File: src/rtl/trigger_pkg.sv
// trigger_pkg: shared types and constants for the push-button trigger path.
//   press_state_t : debounce / pulse FSM states
//   arm_state_t   : software-handshake FSM states
//   T0_INDEX      : register-file index of t0 (x5), the register the
//                   trigger sets and whose read tap feeds t0_in
package trigger_pkg;

  typedef enum logic [2:0] {
    IDLE       = 3'd0,
    DB_PRESS   = 3'd1,
    FIRE       = 3'd2,
    HELD       = 3'd3,
    DB_RELEASE = 3'd4
  } press_state_t;

  typedef enum logic [1:0] {
    ARMED      = 2'd0,
    WAIT_SET   = 2'd1,
    WAIT_CLEAR = 2'd2
  } arm_state_t;

  localparam int T0_INDEX = 5;

endpackage

File: src/rtl/sync_2ff.sv
// sync_2ff: two-flop synchronizer for asynchronous board inputs.
//   clk   : destination clock
//   rst   : async active-high reset, clears both stages
//   d     : asynchronous input bits (WIDTH)
//   q     : synchronized output bits (WIDTH)
module sync_2ff #(
  parameter int WIDTH = 1
) (
  input  logic             clk,
  input  logic             rst,
  input  logic [WIDTH-1:0] d,
  output logic [WIDTH-1:0] q
);

  // Stage 0 may go metastable; stage 1 gives it a full cycle to settle.
  logic [1:0][WIDTH-1:0] pipe;

  always_ff @(posedge clk or posedge rst) begin
    if (rst) begin
      pipe <= '0;
    end else begin
      pipe[0] <= d;
      pipe[1] <= pipe[0];
    end
  end

  assign q = pipe[1];

endmodule

File: src/rtl/trigger_source.sv
// trigger_source: debounces a push button into a single-cycle pulse that
// sets t0 (x5), then holds off further pulses until software has seen t0
// set and cleared it again.
//   clk      : system clock
//   rst      : async active-high reset; abandons any press or pending event
//   btn_in   : raw button level, active high, asynchronous
//   t0_in    : live read tap of register x5
//   trigger  : one-cycle pulse into the register file's t0 write
//   busy     : waiting for software to consume the last event
//   drop_cnt : saturating count of accepted presses suppressed while busy
module trigger_source
  import trigger_pkg::*;
#(
  parameter int DEBOUNCE_CYCLES = 16,
  parameter int CNT_WIDTH       = $clog2(DEBOUNCE_CYCLES),
  parameter int DATA_WIDTH      = 32,
  parameter int DROP_WIDTH      = 8
) (
  input  logic                  clk,
  input  logic                  rst,
  input  logic                  btn_in,
  input  logic [DATA_WIDTH-1:0] t0_in,
  output logic                  trigger,
  output logic                  busy,
  output logic [DROP_WIDTH-1:0] drop_cnt
);

  localparam logic [CNT_WIDTH-1:0] CNT_MAX = CNT_WIDTH'(DEBOUNCE_CYCLES - 1);

  logic                  btn_s;
  press_state_t          state_q, state_d;
  logic [CNT_WIDTH-1:0]  cnt_q, cnt_d;
  arm_state_t            arm_q, arm_d;
  logic [DROP_WIDTH-1:0] drop_q;
  logic                  drop_inc;
  logic                  t0_set, t0_clr;

  sync_2ff #(.WIDTH(1)) u_btn_sync (
    .clk (clk),
    .rst (rst),
    .d   (btn_in),
    .q   (btn_s)
  );

  assign t0_set = (t0_in == DATA_WIDTH'(1));
  assign t0_clr = (t0_in == '0);

  // Press FSM: the counter is shared by press and release debounce since
  // the two phases never overlap.
  always_ff @(posedge clk or posedge rst) begin
    if (rst) begin
      state_q <= IDLE;
      cnt_q   <= '0;
    end else begin
      state_q <= state_d;
      cnt_q   <= cnt_d;
    end
  end

  always_comb begin
    state_d  = state_q;
    cnt_d    = cnt_q;
    drop_inc = 1'b0;
    unique case (state_q)
      IDLE: begin
        if (btn_s) begin
          state_d = DB_PRESS;
          cnt_d   = '0;
        end
      end
      DB_PRESS: begin
        if (!btn_s) begin
          state_d = IDLE;
        end else if (cnt_q == CNT_MAX) begin
          // Registered arm state decides: a re-arm landing on this same
          // edge is too late and the press counts as dropped.
          if (arm_q == ARMED) begin
            state_d = FIRE;
          end else begin
            state_d  = HELD;
            drop_inc = 1'b1;
          end
        end else begin
          cnt_d = cnt_q + 1'b1;
        end
      end
      FIRE: state_d = HELD;
      HELD: begin
        if (!btn_s) begin
          state_d = DB_RELEASE;
          cnt_d   = '0;
        end
      end
      DB_RELEASE: begin
        if (btn_s) begin
          state_d = HELD;
        end else if (cnt_q == CNT_MAX) begin
          state_d = IDLE;
        end else begin
          cnt_d = cnt_q + 1'b1;
        end
      end
      default: begin
        state_d = IDLE;
        cnt_d   = '0;
      end
    endcase
  end

  // Arm FSM: leaves ARMED as the FIRE cycle ends. WAIT_SET absorbs the
  // register write latency so a stale t0==0 is not mistaken for a clear.
  always_ff @(posedge clk or posedge rst) begin
    if (rst) arm_q <= ARMED;
    else     arm_q <= arm_d;
  end

  always_comb begin
    arm_d = arm_q;
    unique case (arm_q)
      ARMED:      if (state_q == FIRE) arm_d = WAIT_SET;
      WAIT_SET:   if (t0_set)          arm_d = WAIT_CLEAR;
      WAIT_CLEAR: if (t0_clr)          arm_d = ARMED;
      default:                         arm_d = ARMED;
    endcase
  end

  always_ff @(posedge clk or posedge rst) begin
    if (rst)                          drop_q <= '0;
    else if (drop_inc && drop_q != '1) drop_q <= drop_q + 1'b1;
  end

  assign trigger  = (state_q == FIRE);
  assign busy     = (arm_q != ARMED);
  assign drop_cnt = drop_q;

endmodule

File: config.mk
export PLATFORM = sky130hd
export DESIGN_NAME = trigger_source
export DESIGN_NICKNAME = d
export VERILOG_FILES = /design/src/rtl/trigger_pkg.sv /design/src/rtl/sync_2ff.sv /design/src/rtl/trigger_source.sv
export SDC_FILE = /design/constraint.sdc
export NUM_CORES = 1
export LEC_CHECK = 0
export CORE_MARGIN = 2
export CORE_UTILIZATION = 40
export DETAILED_ROUTE_END_ITERATION = 8
export PLACE_DENSITY = 0.76
export SYNTH_ARGS = -nofsm -noshare
export SYNTH_HDL_FRONTEND = slang
export SYNTH_SLANG_ARGS = --single-unit
File: constraint.sdc
create_clock -name clk -period 2 [get_ports clk]
set_input_delay 0.3 -clock clk [delete_from_list [all_inputs] [get_ports clk]]
set_output_delay 0.3 -clock clk [all_outputs]
set_load 0.02 [all_outputs]
* Word-level counts from Yosys, hierarchy flattened
Cells that the tools add are included.
Word-level totals: word-level logic and storage cells 57, bits in registers 19
Cells by class: $add $sub $neg 2, eq/ne operators 18, reductions and logical operators 8, muxes and demuxes 22, bitwise gates (word level) 1
Operators by type and width (count):
- 32-bit by 1-bit equality test with 1-bit output, second input constant | 1
- 32-bit logical NOT | 1
- 4-bit 2-to-1 mux | 5
- 4-bit case mux with 5 select lines | 1
- 3-bit 2-to-1 mux | 6
- 3-bit case mux with 5 select lines | 1
- 2-bit != test, second input constant | 5
- 8-bit by 1-bit adder with 8-bit output, second input constant | 1
- 8-bit != test, second input constant | 1
- 3-bit by 2-bit equality test with 1-bit output, second input constant | 2
- 2-bit 2-to-1 mux | 3
- 2-bit case mux with 3 select lines | 1
- 1-bit 2-to-1 mux | 5
- 5-bit AND reduction | 1
- 4-bit by 1-bit adder with 4-bit output, second input constant | 1
- 4-bit equality test, second input constant | 1
- 2-bit by 1-bit != test with 1-bit output, second input constant | 2
- 4-bit AND reduction | 1
- 3-bit by 1-bit equality test with 1-bit output, second input constant | 1
- 3-bit equality test, second input constant | 1
- 3-bit logical NOT | 1
- 3-bit by 2-bit != test with 1-bit output, second input constant | 1
- 3-bit != test, second input constant | 1
- 3-bit AND reduction | 1
- 6 further kinds | 6

* Logic depth before layout (Yosys ltp)
Gate-level depths: netlist of the first run.
depth after elaboration 6, depth in mapped cells 5

* By module
Synthesis of the first run repeated with hierarchy kept, for this count alone.
Unflattened totals: cell total of the unflattened synthesis 102, area, all modules 1076.0 µm²
Modules (own cells, without submodules):
- trigger_source | instances 1, cells each 99, area each 1022.2 µm², seq. area each 425.4 µm²
- sync_2ff | instances 1, cells each 3, area each 53.8 µm², seq. area each 50.0 µm²

* Worst setup path after synthesis of the first run
OpenSTA, ideal clock, no wires.
kind register to register, start register cnt_q[0], end register cnt_q[0], arrival 1.557 ns, library setup time 0.125 ns, required time 1.875 ns, slack 0.318 ns, path buffers 0, period minus slack after synthesis 1.682 ns, stages on the path, launching flop included 6, cells stage by stage dfrtp_1 > ha_1 > and3_1 > o311a_1 > nand2_1 > mux2_2
On the way: word-level cells in the longest chain between the ends 4
RTL lines:
- start, declared | RTL line trigger_source.sv:32 | logic [CNT_WIDTH-1:0] cnt_q, cnt_d;
- start signal, assigned | RTL line trigger_source.sv:56 | cnt_q <= cnt_d;
- 4-bit by 1-bit adder with 4-bit output / 4-bit equality test (equally long branches)
- 4-bit 2-to-1 mux * | RTL line trigger_source.sv:74, trigger_source.sv:97
- 4-bit 2-to-1 mux (on tied branches) | RTL line trigger_source.sv:95, trigger_source.sv:72
- 4-bit case mux with 5 select lines * | RTL line trigger_source.sv:64 | unique case (state_q)
Every way passes the cells marked *; elsewhere a longest branch is shown, timed or not. The select of a mux whose other input is x is not followed. A chain may end at the register's enable or synchronous reset.

* Final worst setup path of the first run
Same ends and word-level chain as after synthesis.

==> results of run 1 <==
-- cell type report --
class,count,area share
clock buffers,4,0.0168
inverters,8,0.0192
multi-input cells,77,0.345
flip-flops and latches,19,0.305
well taps,30,0.0240
repair buffers,46,0.290
-- worst register-to-register path, cell delays in order, from the launching register on --
cell	delay, ns
dfrtp_1	0.43
ha_1	0.24
and3_1	0.22
o311a_1	0.34
nand2_1	0.13
mux2_2	0.35
-- registers in the layout, summed over array words and instances, names as in the netlist --
name,count
state_q,3
u_btn_sync.pipe,1
drop_cnt,8
arm_q,2
u_btn_sync.q,1
cnt_q,4
-- cell families after synthesis --
family	Yosys count	share of synthesized area
adder cells (fa/ha/maj)	2	0.0235
buffers and inverters	11	0.0470
AND/OR/NAND/NOR	46	0.263
flip-flops	19	0.447
multiplexers	3	0.0341
XOR/XNOR	8	0.0658
AO/OA/AOI/OAI	18	0.120
-- layer usage --
layer,GRT usage,vias up
li1,-,495
met1,0.203,484
met2,0.325,27
met3,0.0465,6
met4,0.0836,0
met5,0,-
-- stage by stage --
stage	setup slack [ns]	instance area (µm²)	utilization	std cells	total power, W
floorplan	0.318	1060	-	107	0.000504
global placement	0.277	1540	0.615	180	0.000584
detailed placement	0.211	1540	0.615	180	0.000593
CTS	0.182	1560	0.626	184	0.000785
global route	0.106	1560	0.626	184	0.000825
finish	0.185	1560	0.626	184	0.000777
-- path summary, 6_finish.rpt --
kind | to | cells after the start | slack, ns
min in group clk | u_btn_sync.q | 0 | 0.36
worst max register to register | cnt_q[0] | 5 | 0.19
worst max-delay path | cnt_q[0] | 5 | 0.19
worst min-delay path | arm_q[0] | 3 | 0.31
worst min register to register | u_btn_sync.q | 0 | 0.36
max in group asynchronous | state_q[1] | 3 | 1.48
-- cells in the final DEF (no fill, tap or decap), types with 3 or more instances in the layout --
cell | synthesis | layout
nand4_1 | 6 | 6
inv_1 | 8 | 8
clkbuf_4 | 0 | 3
a22oi_1 | 3 | 3
nor2_1 | 5 | 5
and3_1 | 5 | 5
nor4_1 | 8 | 8
nand3_1 | 5 | 5
clkdlybuf4s50_1 | 0 | 43
o22ai_1 | 3 | 3
dfrtp_1 | 19 | 18
xnor2_1 | 7 | 7
nand2b_1 | 3 | 3
nand2_1 | 3 | 3
-- power by group through the flow --
stage / registers, W / clock network (W) / logic (W)
after global routing: 0.000443 / 0.000224 / 0.000159
after global placement: 0.000444 / 0 / 0.000141
after CTS: 0.000437 / 0.000201 / 0.000147
after detailed placement: 0.000445 / 0 / 0.000147
after floorplan: 0.000436 / 0 / 0.0000679
final: 0.000438 / 0.000194 / 0.000145
-- repair_timing --
item,in CTS,in global routing
endpoints found under the hold margin,0,0
setup buffers,0,0
gates resized for setup,2,0
setup endpoints to repair,1,0
==> impl_metrics.toml, run 1 <==
[outcome]
status = "complete, no violations"

[setup_path]
cp_data_required_time_ns = 2.19
cp-end-kind = "register"
arrival_ns = 2.00
cp_top_family = "flip-flops"
crit_chain = "ha_1 > and3_1 > o311a_1 > nand2_1 > mux2_2"
worstSetupStartpointType = "register"
worst-path-buf-inv = 0
crit_type = "reg2reg"
crit_start = "cnt_q[0]"
critPathMaxStageDelay_ns = 0.43
crit_fanout = 4
cp_slowest_cell = "dfrtp_1"
r2r-start = "cnt_q[0]"

[yosys]
syn-num-nets = 144
synthArstFlopShare = 1.00
yosysUniqueCellTypes = 37
syn_avg_cell_area_um2 = 9.95
synth-seq-area-share = 0.447
synth_cells = 107
synth_area_leaders = "dfrtp_1 45%, xnor2_1 5.8%, nor4_1 4.7%"
ys.flop_type = "dfrtp_1"
synth-edff-count = 0
yosys_warnings = 0
synth_top_cell_by_area = "dfrtp_1"
syn_area_um2 = 1060
synth_top_area_share = 0.447
ys_seq_elements = 19
yosysMostFrequentCell = "dfrtp_1"
synth_common_cells = "19 x dfrtp_1, 8 x inv_1, 8 x nor4_1"

[global_route]
grt_max_degree = 20
grt-ovfl-total = 0
grt_pass1_vias = 1077
track_usage = 0.183
grt_first_pass_wirelength_um = 4510
antenna_found_initial = 0

[timing]
tns_ns = 0
rsz0062_at_grt = "false"
whs_ns = 0.312
final.min_clock_period_ns = 1.81
hold_viol = 0
min_period_over_period = 0.907
clock_skew_ns = 0.00507
slew_headroom = 0.810
fmax_mhz = 551
drv_slew = 0
worst_pin_slew_ns = 0.285
setup_violations = 0

[detailed_routing]
drt-wirelength-per-cell_um = 14.2
topRoutingLayerUsed = "met4"
wl_met1_um = 1070
num_vias = 1012
routed-wl-met3_um = 77
via_per_inst = 5.50
drc_errors = 0
dr.pass1.iters = 4
first_iter_violations = 22
routed_wl_um = 2610
route.met2.wl_um = 1420
final_antenna_net_count = 0

[clocking]
cts.clk_slew.worst_paths_ns = 0.11
numCtsBuffers = 3
cts-root-buf = "clkbuf_4"
hold_buffers = 0
cts_tree = "built"
insertion_delay_ns = 0.29
clock_path_buffers = 2
htree_num_levels = 1
cts_sinks = 19

[floorplanning]
num_rows = 18
die_area_um2 = 3090
initial_core_util = 0.426
die_w_um = 55.6
core_area_um2 = 2500
die_h_um = 55.6
io_pins = 45

[power]
sw_frac_of_total = 0.253
leakage_nw = 0.642
seq_power_share = 0.563
power.density_nw_per_um2 = 497
p_clk_frac = 0.250
vdd_drop_max_uv = 367
comb_power_share = 0.187
power_switching_w = 0.000197
power.internal_w = 0.000580

[layout]
syn2layout_area_growth_pct = 46.9
nFillCells = 225
drive_above_1_share = 0.0714
ff_latch_area_um2 = 477
diodes = 0
multi_input_area_um2 = 539
nNetsFinal = 192

[worst_hold_path]
min_path_type = "in2async"

[placement]
globalplace.congestion = 0.819
io_buffers = 44
dpl.hpwl_um = 2070

[run]
drv_cap = 0
(Power assumes the default switching activity.)
==> run 2, diff against run 1 <==
--- a/config.mk
+++ b/config.mk
@@ -6,9 +6,9 @@
 export NUM_CORES = 1
 export LEC_CHECK = 0
 export CORE_MARGIN = 2
-export CORE_UTILIZATION = 40
+export CORE_UTILIZATION = 42
 export DETAILED_ROUTE_END_ITERATION = 8
-export PLACE_DENSITY = 0.76
+export PLACE_DENSITY = 0.79
 export SYNTH_ARGS = -nofsm -noshare
 export SYNTH_HDL_FRONTEND = slang
 export SYNTH_SLANG_ARGS = --single-unit
==> constraint.sdc (replaced) <==
create_clock -name clk -period 2 [get_ports clk]
set_input_delay 0.3 -clock clk [delete_from_list [all_inputs] [get_ports clk]]
set_output_delay 0.3 -clock clk [all_outputs]
set_load 0.005 [all_outputs]
==> impl_metrics.toml, run 2 (same netlist as run 1, synthesis figures left out) <==
[global_route]
antenna_found_initial = 0
track_usage = 0.198
grt_pass1_vias = 964
grt-ovfl-total = 0
grt_first_pass_wirelength_um = 4220
grt_max_degree = 20

[placement]
dpl.hpwl_um = 2060
globalplace.congestion = 0.734
dp_slack_ns = 0.240
io_buffers = 44
placed_cells = 180
dpl_cell_area_um2 = 1540

[run]
drv_cap = 0

[layout]
drive_above_1_share = 0.0844
syn2layout_area_growth_pct = 47.9
layout_commonest_cell = "clkdlybuf4s50_1"
final_cells = 184
nNetsFinal = 192
layout_common_cells = "44 x clkdlybuf4s50_1, 19 x dfrtp_1, 8 x inv_1, 8 x nor4_1, 7 x xnor2_1"
design_area_um2 = 1580
largest_register_ff_count = 8
diodes = 0

[setup_path]
r2r_slack_ns = 0.20
cp_data_required_time_ns = 1.70
crit_type = "reg2out"
worstSetupStartpointType = "register"
cp-end-kind = "output port"
crit_fanout = 10
arrival_ns = 1.60

[timing]
min_period_over_period = 0.950
fmax_mhz = 526
rsz0062_at_grt = "false"
setup_slack_ns = 0.100
tns_ns = 0
setup_violations = 0
slew_headroom = 0.781
hold_viol = 0
drv_slew = 0
clock_skew_ns = 0.00371
final.min_clock_period_ns = 1.90
worst_pin_slew_ns = 0.328

[detailed_routing]
routed_wl_um = 2570
num_vias = 1021
via_per_inst = 5.55
dr.pass1.iters = 4
drt-wirelength-per-cell_um = 14.0
first_iter_violations = 20
drc_errors = 0
final_antenna_net_count = 0

[floorplanning]
die_area_um2 = 2950
initial_core_util = 0.438
core_area_um2 = 2430
num_rows = 18
io_pins = 45
die_h_um = 54.4
die_w_um = 54.4

[clocking]
htree_num_levels = 1
clock_path_buffers = 2
numCtsBuffers = 3
cts_tree = "built"
insertion_delay_ns = 0.31
cts_setup_buffers = 0
cts-root-buf = "clkbuf_4"
cts.clk_slew.worst_paths_ns = 0.12
cts_sinks = 19
cts_resized = 0
hold_buffers = 0

[outcome]
status = "complete, no violations"

[power]
leakage_nw = 0.639
power.density_nw_per_um2 = 502
vdd_drop_max_uv = 498

[worst_hold_path]
min_path_type = "in2async"
==> run 2: changes by cell type in the layout (fill, tap and decap cells not counted), sizes merged <==
cell / delta
clkbuf: -1
clkdlybuf4s50: +1
clkinvlp: +1
dlygate4sd2: -1
==> run 2: final timing paths <==
kind / start / end / cells after the start
worst max-delay path: state_q[0] / trigger / 2
worst min-delay path: rst / u_btn_sync.pipe[0] / 3
worst max register to register: state_q[2] / drop_cnt[1] / 4
worst min register to register: u_btn_sync.pipe[0] / u_btn_sync.q / 0
max in group asynchronous: rst / cnt_q[2] / 3
min in group clk: u_btn_sync.pipe[0] / u_btn_sync.q / 0
==> run 2: metrics by stage <==
step                      utilization  total power (W)  hold WS, ns
final                           0.648         0.000790        0.292
after global routing            0.648         0.000834        0.311
after CTS                       0.645         0.000803        0.289
after detailed placement        0.632         0.000592        0.342
after global placement          0.632         0.000582        0.349
after floorplan                     -         0.000503        0.251
==> run 2: report_power, final <==
| group | switching (W) | leakage, nW | internal, W |
|---|---|---|---|
| sequential | 0.0000279 | 0.250 | 0.000410 |
| combinational | 0.0000530 | 0.375 | 0.0000938 |
| clock | 0.000130 | 0.0139 | 0.0000763 |
==> run 2: layer usage <==
metal  GRT usage  routed length, µm  vias up
met5           0                  0        -
met3      0.0738                106        8
met4      0.0708                 67        0
met2       0.325               1340       21
li1            -                  -      498
met1       0.237               1050      494
==> run 2: layout make-up <==
cell class,instances,area (µm²)
clock buffer,3,22.5
inverter,8,30.0
fill,206,857
clock inverter,1,7.51
multi-input combinational,77,547
tap,30,37.5
timing repair buffer,46,455
sequential,19,475
==> run 2: worst max-delay path: stages (launching register included) <==
cell and delay, ns:
dfrtp_1 0.51, nor3b_2 0.24, clkdlybuf4s50_1 0.54
==> run 3, diff against run 2 <==
--- a/config.mk
+++ b/config.mk
@@ -5,10 +5,11 @@
 export SDC_FILE = /design/constraint.sdc
 export NUM_CORES = 1
 export LEC_CHECK = 0
+export ABC_AREA = 1
 export CORE_MARGIN = 2
-export CORE_UTILIZATION = 42
+export CORE_UTILIZATION = 44
 export DETAILED_ROUTE_END_ITERATION = 8
-export PLACE_DENSITY = 0.79
+export PLACE_DENSITY = 0.8
 export SYNTH_ARGS = -nofsm -noshare
 export SYNTH_HDL_FRONTEND = slang
 export SYNTH_SLANG_ARGS = --single-unit
==> constraint.sdc (replaced) <==
create_clock -name clk -period 1.85 [get_ports clk]
set_input_delay 0.2775 -clock clk [delete_from_list [all_inputs] [get_ports clk]]
set_output_delay 0.2775 -clock clk [all_outputs]
set_load 0.005 [all_outputs]
==> impl_metrics.toml, run 3 <==
[placement]
globalplace.congestion = 0.983
dpl.hpwl_um = 2360
io_buffers = 44

[floorplanning]
die_h_um = 56.3
num_rows = 18
die_w_um = 56.3
core_area_um2 = 2520
io_pins = 45
die_area_um2 = 3160
initial_core_util = 0.476

[yosys]
synthArstFlopShare = 1.00
ys_seq_elements = 19
syn_area_um2 = 1200
yosysUniqueCellTypes = 22
syn-num-nets = 210
synth_top_area_share = 0.396
yosysMostFrequentCell = "nand2_1"
yosys_warnings = 0
synth_area_leaders = "dfrtp_1 40%, nand2_1 15%, nor2_1 11%"
synth-edff-count = 0
synth_top_cell_by_area = "dfrtp_1"
synth_cells = 173
ys.flop_type = "dfrtp_1"
synth-seq-area-share = 0.396
synth_common_cells = "49 x nand2_1, 35 x nor2_1, 19 x dfrtp_1"
syn_avg_cell_area_um2 = 6.94

[clocking]
numCtsBuffers = 3
clock_path_buffers = 2
cts-root-buf = "clkbuf_4"
hold_buffers = 0
htree_num_levels = 1
insertion_delay_ns = 0.30
cts.clk_slew.worst_paths_ns = 0.11
cts_sinks = 19
cts_tree = "built"

[power]
p_clk_frac = 0.165
leakage_nw = 0.815
comb_power_share = 0.428
power_switching_w = 0.000488
power.internal_w = 0.000784
sw_frac_of_total = 0.384
power.density_nw_per_um2 = 735
vdd_drop_max_uv = 722
seq_power_share = 0.407

[global_route]
grt_first_pass_wirelength_um = 4730
track_usage = 0.185
antenna_found_initial = 0
grt_pass1_vias = 1131
grt-ovfl-total = 0
grt_max_degree = 20

[timing]
clock_skew_ns = 0.00477
setup_violations = 0
tns_ns = 0
fmax_mhz = 571
hold_viol = 0
final.min_clock_period_ns = 1.75
slew_headroom = 0.825
drv_slew = 0
min_period_over_period = 0.947
rsz0062_at_grt = "false"
whs_ns = 0.294
worst_pin_slew_ns = 0.260

[detailed_routing]
drt-wirelength-per-cell_um = 11.9
drc_errors = 0
routed_wl_um = 3010
dr.pass1.iters = 4
num_vias = 1282
via_per_inst = 5.05
first_iter_violations = 20
final_antenna_net_count = 0

[layout]
syn2layout_area_growth_pct = 44.2
largest_register_ff_count = 8
drive_above_1_share = 0.0982
diodes = 0
layout_common_cells = "49 x nand2_1, 44 x clkdlybuf4s50_1, 35 x nor2_1"
layout_commonest_cell = "nand2_1"
nNetsFinal = 262

[setup_path]
cp_slowest_cell = "clkdlybuf4s50_1"
worstSetupStartpointType = "register"
cp-end-kind = "output port"
cp_data_required_time_ns = 1.57
crit_start = "state_q[2]"
critPathMaxStageDelay_ns = 0.49
cp_top_family = "buffers and inverters"
arrival_ns = 1.47
r2r-start = "drop_cnt[0]"
crit_chain = "inv_2 > nand3_2 > inv_1 > clkdlybuf4s50_1"
crit_type = "reg2out"
worst-path-buf-inv = 3
crit_fanout = 4

[run]
drv_cap = 0

[outcome]
status = "complete, no violations"

[worst_hold_path]
min_path_type = "in2async"
-- run 3: cell types whose count changed after synthesis, sizes merged, moves of 5 or more --
| cell | before | now |
|---|---|---|
| and3 | 5 | 0 |
| nor4 | 8 | 0 |
| nor2 | 5 | 38 |
| inv | 8 | 19 |
| nand2 | 4 | 54 |
| o21ai | 2 | 13 |
-- run 3: logic make-up after synthesis --
logic type / count (synthesis) / synth area share
AO/OA/AOI/OAI: 15 / 0.0688
XOR/XNOR: 7 / 0.0510
adder cells (fa/ha/maj): 2 / 0.0208
buffers and inverters: 20 / 0.0687
flip-flops: 19 / 0.396
AND/OR/NAND/NOR: 110 / 0.395
-- run 3: path summary, 6_finish.rpt --
path                                            to  slack, ns  cells past startpoint
worst max-delay path                       trigger        0.1                      4
worst min-delay path            u_btn_sync.pipe[0]       0.29                      3
worst max register to register         drop_cnt[4]       0.18                      8
worst min register to register        u_btn_sync.q       0.37                      0
max in group asynchronous               state_q[0]       1.34                      3
min in group clk                      u_btn_sync.q       0.37                      0
-- run 3: what timing repair did --
action | in CTS | in global routing
resized for setup | 0 | 2
setup buffers | 0 | 3
endpoints found under the setup margin | 0 | 1
-- run 3: per-stage QoR --
step                       util  std cells  total power, W  setup slack, ns  cell area [µm²]
after floorplan               -        173        0.000837            0.544             1200
after global placement    0.664        247        0.000979            0.375             1680
after detailed placement  0.664        247         0.00100            0.198             1680
after global routing      0.687        254         0.00138          0.00642             1730
final                     0.687        254         0.00127           0.0986             1730
after CTS                 0.675        251         0.00121           0.0158             1700
-- run 3: area by class of cell --
type / count / area [µm²]
inverters: 19 / 71.3
clock inverters: 1 / 5.00
multi-input cells: 134 / 648
clock buffers: 3 / 22.5
repair buffers: 48 / 470
well taps: 30 / 37.5
fillers: 227 / 791
flip-flops and latches: 19 / 477
-- run 3: power by group through the flow --
stage | registers (W) | logic [W] | clock network [W]
floorplan | 0.000519 | 0.000318 | 0
global placement | 0.000525 | 0.000454 | 0
detailed placement | 0.000530 | 0.000470 | 0
CTS | 0.000523 | 0.000474 | 0.000218
global route | 0.000527 | 0.000612 | 0.000238
finish | 0.000517 | 0.000544 | 0.000211
-- run 3: routing by layer --
layer / wire length, µm / track usage
met1: 1240 / 0.222
met2: 1410 / 0.303
met3: 288 / 0.0530
met4: 68 / 0.0918
met5: 0 / 0
-- run 3: worst reg2reg max path, stage by stage (launching register included) --
cell and delay (ns):
dfrtp_1 0.42, ha_1 0.22, inv_1 0.07, nor2_1 0.20
nand4_1 0.14, nand2_2 0.25, inv_1 0.15, nand2_1 0.09
nand2_1 0.05
